==> src/rtl/mem_stage.sv <==
// rtl/mem_stage.sv - memory pipeline stage driving a 16-bit SRAM as two halfword accesses per 32-bit word
// Optional feature: MEM_ADDR_CHECK_EN enables out-of-range address rejection and addr_err.
module mem_stage #(
  parameter logic [31:0] BASE_ADDR   = 32'd1024,
  parameter int          WAIT_CYCLES = 2
) (
  input  logic        clk,
  input  logic        rst,
  input  logic        wb_en_in,
  input  logic        mem_r_en_in,
  input  logic        mem_w_en_in,
  input  logic [31:0] alu_res_in,
  input  logic [31:0] val_rm_in,
  input  logic [3:0]  dest_in,
  output logic        wb_en_out,
  output logic        mem_r_en_out,
  output logic [31:0] alu_res_out,
  output logic [3:0]  dest_out,
  output logic [31:0] mem_result,
  output logic        ready,
  output logic [17:0] sram_addr,
  output logic [15:0] sram_wdata,
  input  logic [15:0] sram_rdata,
  output logic        sram_we_n,
  output logic        addr_err
);

  typedef enum logic [1:0] {S_IDLE, S_LO, S_HI, S_DONE} state_t;

  localparam logic [3:0] CNT_LAST = 4'(WAIT_CYCLES - 1);

  state_t      state;
  state_t      state_nxt;
  logic [3:0]  cnt;
  logic        cnt_last;
  logic [16:0] word;
  logic        borrow;
  logic        req_raw;
  logic        addr_bad;
  logic        req;
  logic        wr_q;
  logic [15:0] lo_q;

  assign wb_en_out    = wb_en_in;
  assign mem_r_en_out = mem_r_en_in;
  assign alu_res_out  = alu_res_in;
  assign dest_out     = dest_in;

  // Word index of (alu_res_in - BASE_ADDR); only bits [18:2] of the difference
  // matter, so the low two bits contribute just their borrow.
  assign borrow   = alu_res_in[1:0] < BASE_ADDR[1:0];
  assign word     = alu_res_in[18:2] - BASE_ADDR[18:2] - {16'd0, borrow};
  assign req_raw  = mem_r_en_in | mem_w_en_in;
  assign cnt_last = (cnt == CNT_LAST);

`ifdef MEM_ADDR_CHECK_EN
  assign addr_bad = (alu_res_in < BASE_ADDR) || ((alu_res_in - BASE_ADDR) >= 32'h0008_0000);
`else
  assign addr_bad = 1'b0;
`endif

  // A rejected address never becomes an SRAM request.
  assign req = req_raw & ~addr_bad;

  // State register
  always_ff @(posedge clk) begin
    if (rst) state <= S_IDLE;
    else     state <= state_nxt;
  end

  // Next-state logic: IDLE -> LO -> HI -> DONE -> IDLE
  always_comb begin
    state_nxt = state;
    case (state)
      S_IDLE:  if (req) state_nxt = S_LO;
      S_LO:    if (cnt_last) state_nxt = S_HI;
      S_HI:    if (cnt_last) state_nxt = S_DONE;
      S_DONE:  state_nxt = S_IDLE;
      default: state_nxt = S_IDLE;
    endcase
  end

  // Outputs decoded from state: stall upstream while an access is in flight
  always_comb begin
    ready    = 1'b0;
    addr_err = 1'b0;
    case (state)
      S_IDLE: begin
        ready    = ~req;
        addr_err = req_raw & addr_bad & ~rst;
      end
      S_DONE:  ready = 1'b1;
      default: ready = 1'b0;
    endcase
  end

  // Wait counter: counts cycles spent in the current half access
  always_ff @(posedge clk) begin
    if (rst) begin
      cnt <= 4'd0;
    end else begin
      case (state)
        S_IDLE:      cnt <= 4'd0;
        S_LO, S_HI:  cnt <= cnt_last ? 4'd0 : cnt + 4'd1;
        default:     cnt <= 4'd0;
      endcase
    end
  end

  // SRAM port registers: loaded on entry to each half, held elsewhere
  always_ff @(posedge clk) begin
    if (rst) begin
      sram_addr  <= 18'd0;
      sram_wdata <= 16'd0;
      sram_we_n  <= 1'b1;
      wr_q       <= 1'b0;
    end else begin
      case (state)
        S_IDLE: begin
          if (req) begin
            sram_addr <= {word, 1'b0};
            wr_q      <= mem_w_en_in;
            if (mem_w_en_in) begin
              sram_we_n  <= 1'b0;
              sram_wdata <= val_rm_in[15:0];
            end
          end
        end
        S_LO: begin
          if (cnt_last) begin
            sram_addr <= {word, 1'b1};
            if (wr_q) sram_wdata <= val_rm_in[31:16];
          end
        end
        S_HI: begin
          if (cnt_last) sram_we_n <= 1'b1;
        end
        default: ;
      endcase
    end
  end

  // Read capture: low half at end of LO, full word published on entry to DONE
  always_ff @(posedge clk) begin
    if (rst) begin
      lo_q       <= 16'd0;
      mem_result <= 32'd0;
    end else begin
      if (state == S_LO && cnt_last) lo_q <= sram_rdata;
      if (state == S_HI && cnt_last && !wr_q) mem_result <= {sram_rdata, lo_q};
    end
  end

endmodule
==> config.mk <==
export PLATFORM = sky130hd
export DESIGN_NAME = mem_stage
export DESIGN_NICKNAME = d
export VERILOG_FILES = /design/src/rtl/mem_stage.sv
export SDC_FILE = /design/constraint.sdc
export NUM_CORES = 1
export LEC_CHECK = 0
export ABC_AREA = 1
export BUFFER_PORTS_ARGS = -buffer_cell sky130_fd_sc_hd__buf_2
export CORE_ASPECT_RATIO = 0.7
export CORE_MARGIN = 5
export CORE_UTILIZATION = 25
export DETAILED_ROUTE_END_ITERATION = 10
export PLACE_DENSITY_LB_ADDON = 0.12
export SLEW_MARGIN = 0
export SYNTH_ARGS = -nofsm -noshare
export SYNTH_HDL_FRONTEND = slang
export SYNTH_SLANG_ARGS = --single-unit
==> constraint.sdc <==
create_clock -name clk -period 2.3 [get_ports clk]
set_clock_uncertainty 0.2 [all_clocks]
set_input_delay 0.115 -clock clk [delete_from_list [all_inputs] [get_ports clk]]
set_output_delay 0.115 -clock clk [all_outputs]
set_load 0.01 [all_outputs]
==> results_dict.tcl <==
set metrics [dict create \
    cp.arrival_ns 2.20 \
    area_growth_pct 35.9 \
    cts_tree "done" \
    grt_overflow 0 \
    yosys_warnings 0 \
    worst_path_max_delay_cell "dlygate4sd3_1" \
    htree_levels 3 \
    critPathMaxStageDelay_ns 0.54 \
    max_freq_mhz 472 \
    root_buffer "clkbuf_16" \
    cts_made_buffers 9 \
    status "complete, no violations" \
    grt_pass1_vias 4156 \
    clk_pin_slew_ns 0.07 \
    ys_seq_area_frac 0.395 \
    io_pins 196 \
    drv_slew 0 \
    worstSetupPathType "flip-flop to flip-flop" \
    synth_area_leaders "dfxtp_1 (39%), nand2_1 (9.5%), buf_4 (6.6%)" \
    nets 904 \
    syn_inst 636 \
    rows 41 \
    start_util 0.254 \
    cp_common_cell "nand2_1" \
    hold_end "sram_addr[15]" \
    vias 4407 \
    fin_ws_ns 0.179 \
    synth.cell_area_mm2 0.00456 \
    synthTopCellsByCount "nand2_1 (116), dfxtp_1 (90), nor2_1 (74)" \
    cp-start-kind "flip-flop" \
    grt_pass1_wl_um 20900 \
    die_x_um 171 \
    cts_buffer_depth 2 \
    drt_iter0_markers 185 \
    port_buffers 154 \
    vias_per_cell 4.24 \
    rrSetupSlack_ns 0.18 \
    hold_class "input pin to flip-flop" \
    cts.sinks 90 \
    synth_edf_count 0 \
    async_flop_share 0 \
    crit_chain "inv_1, ha_2, buf_6, nand2_1, nand2_1, dlygate4sd3_1, nand4_1, a21oi_2" \
    grt_max_degree 51 \
    multiInputGateArea_mm2 0.00206 \
    dieArea_mm2 0.0211 \
    end_kind "flip-flop" \
    synth_top_area_frac 0.395 \
    pre_cts_slack_ns 0.309 \
    cellLeakagePower_nw 3.03 \
    post_cts.repair.setup_buffers 0 \
    drv_cap 0 \
    layout.area.seq_mm2 0.00180 \
    gp_congestion 0.795 \
    ir_worst_vdd_mv 0.507 \
    hold_depth 5 \
    finalHoldViolCount 0 \
    hold_path_startpoint "alu_res_in[16]" \
    wl_per_cell_um 12.5 \
    dpl.hpwl_um 9480 \
    ff2ff_path_depth 8 \
    power_density_mw_per_mm2 1030 \
    insertion_delay_ns 0.34 \
    finalSetupViolCount 0 \
    core_area_mm2 0.0180 \
    dr.pass1.iters 4 \
    syn_nets 740 \
    synthDistinctLibCells 33 \
    synth_top_area_cell "dfxtp_1" \
    finalCritPeriodShare 0.922 \
    grt_usage 0.123 \
    synth_seq_cells 90 \
    antenna_cells 0 \
    drc 0 \
    rsz0062_at_grt "false" \
    drt_wl_total_um 13000 \
    drtAntennaViolNets 0 \
    antenna_found_initial 0 \
    period_minus_slack_ns 2.12 \
    reg2reg_from "state[1]" \
    timing.rr.end "sram_wdata[7]" \
    synth.most_common_cell "nand2_1" \
    critPathMaxFanout 18 \
    synth_top_flop_cell "dfxtp_1" \
    crit_required_ns 2.38 \
    totalNegativeSetupSlack_ns 0 \
    drive_above_1_share 0.265 \
    syn_area_per_cell_um2 7.17 \
    n_fill_cell 1960 \
    die_y_um 123 \
]
## metrics by stage
step	hold slack [ns]	instances	total power [mW]	utilization	cell area, um2
3_5_place_dp	0.0301	967	4.66	0.295	5290
5_1_grt	0.0300	1040	6.91	0.345	6200
3_3_place_gp	0.0301	967	4.64	0.295	5290
2_1_floorplan	0.0495	636	3.86	-	4560
6_report	0.0145	1040	6.37	0.345	6200
4_1_cts	0.00263	1041	6.50	0.345	6200
## placed cells by master, fill, tap and decap left out, types with 9 or more instances in the layout
cell           netlist  final
buf_2               12    154
nand2_1            116    116
dfxtp_1             90     90
nor2_1              74     74
inv_1               63     63
dlygate4sd3_1        0     59
o21ai_0             55     55
a21oi_1             54     54
nand3_1             26     26
nand4_1             18     18
ha_1                15     14
nand2_2             11     11
a21oi_2             10     10
clkbuf_16            0      9
## flip-flops by register name (all words and copies together), names as in the netlist
name,flops
wr_q,1
sram_wdata,16
mem_result,32
sram_addr,18
lo_q,16
sram_we_n,1
cnt,4
state,2
## what timing repair did
item / 4_1_cts / 5_1_grt
endpoints found under the hold margin: 61 / 0
endpoints found under the setup margin: 0 / 14
resized for setup: 0 / 3
hold buffers: 59 / 0
## layout make-up
| cell class | instances | area share |
|---|---|---|
| Sequential cell | 90 | 0.291 |
| Inverter | 70 | 0.0428 |
| Tap cell | 236 | 0.0476 |
| Multi-Input combinational cell | 407 | 0.333 |
| Clock inverter | 4 | 0.0123 |
| Timing Repair Buffer | 222 | 0.235 |
| Clock buffer | 11 | 0.0391 |
## how the worst max path moves through the flow
stage / from / to / slack, ns
4_1_cts: state[1] / sram_wdata[7] / 0.04
6_report: state[1] / sram_wdata[7] / 0.18
3_5_place_dp: state[1] / sram_addr[3] / 0.31
2_1_floorplan: state[0] / sram_wdata[10] / 0.54
5_1_grt: state[1] / sram_wdata[10] / 0.01
3_3_place_gp: state[1] / sram_addr[3] / 0.34
## cells by family (layout without fill, tap and decap cells)
| kind of cell | count (synthesis) | after routing | share of synthesized area |
|---|---|---|---|
| AND/OR/NAND/NOR | 256 | 256 | 0.245 |
| buffers and inverters | 139 | 307 | 0.154 |
| AO/OA/AOI/OAI | 131 | 131 | 0.156 |
| flip-flops | 90 | 90 | 0.395 |
| adder cells (fa/ha/maj) | 15 | 15 | 0.0411 |
| XOR/XNOR | 4 | 4 | 0.00768 |
| other | 1 | 1 | 0.000822 |
## per-layer routing
metal | up-vias | global-route usage | part of all wire
met4 | 0 | 0.0435 | 0.024
met1 | 1940 | 0.160 | 0.47
met2 | 115 | 0.194 | 0.44
met5 | - | 0 | 0
met3 | 15 | 0.0390 | 0.067
li1 | 2337 | - | -
## worst max-delay path, delay by kind of cell (launching register included)
family / cells / cell delay [ns]
adders and majority gates: 1 / 0.26
and+or+nand+nor: 3 / 0.25
AOI/OAI and AO/OA: 1 / 0.16
DFF: 1 / 0.33
buffers and inverters: 3 / 0.87
## power breakdown
| group | leakage [nW] | total, mW | internal (mW) | switching, mW |
|---|---|---|---|---|
| Clock | 0.152 | 1.59 | 0.978 | 0.607 |
| Sequential | 0.734 | 2.18 | 1.96 | 0.221 |
| Combinational | 2.14 | 2.61 | 1.06 | 1.55 |
Note: power is estimated with default switching activity, not from simulation.
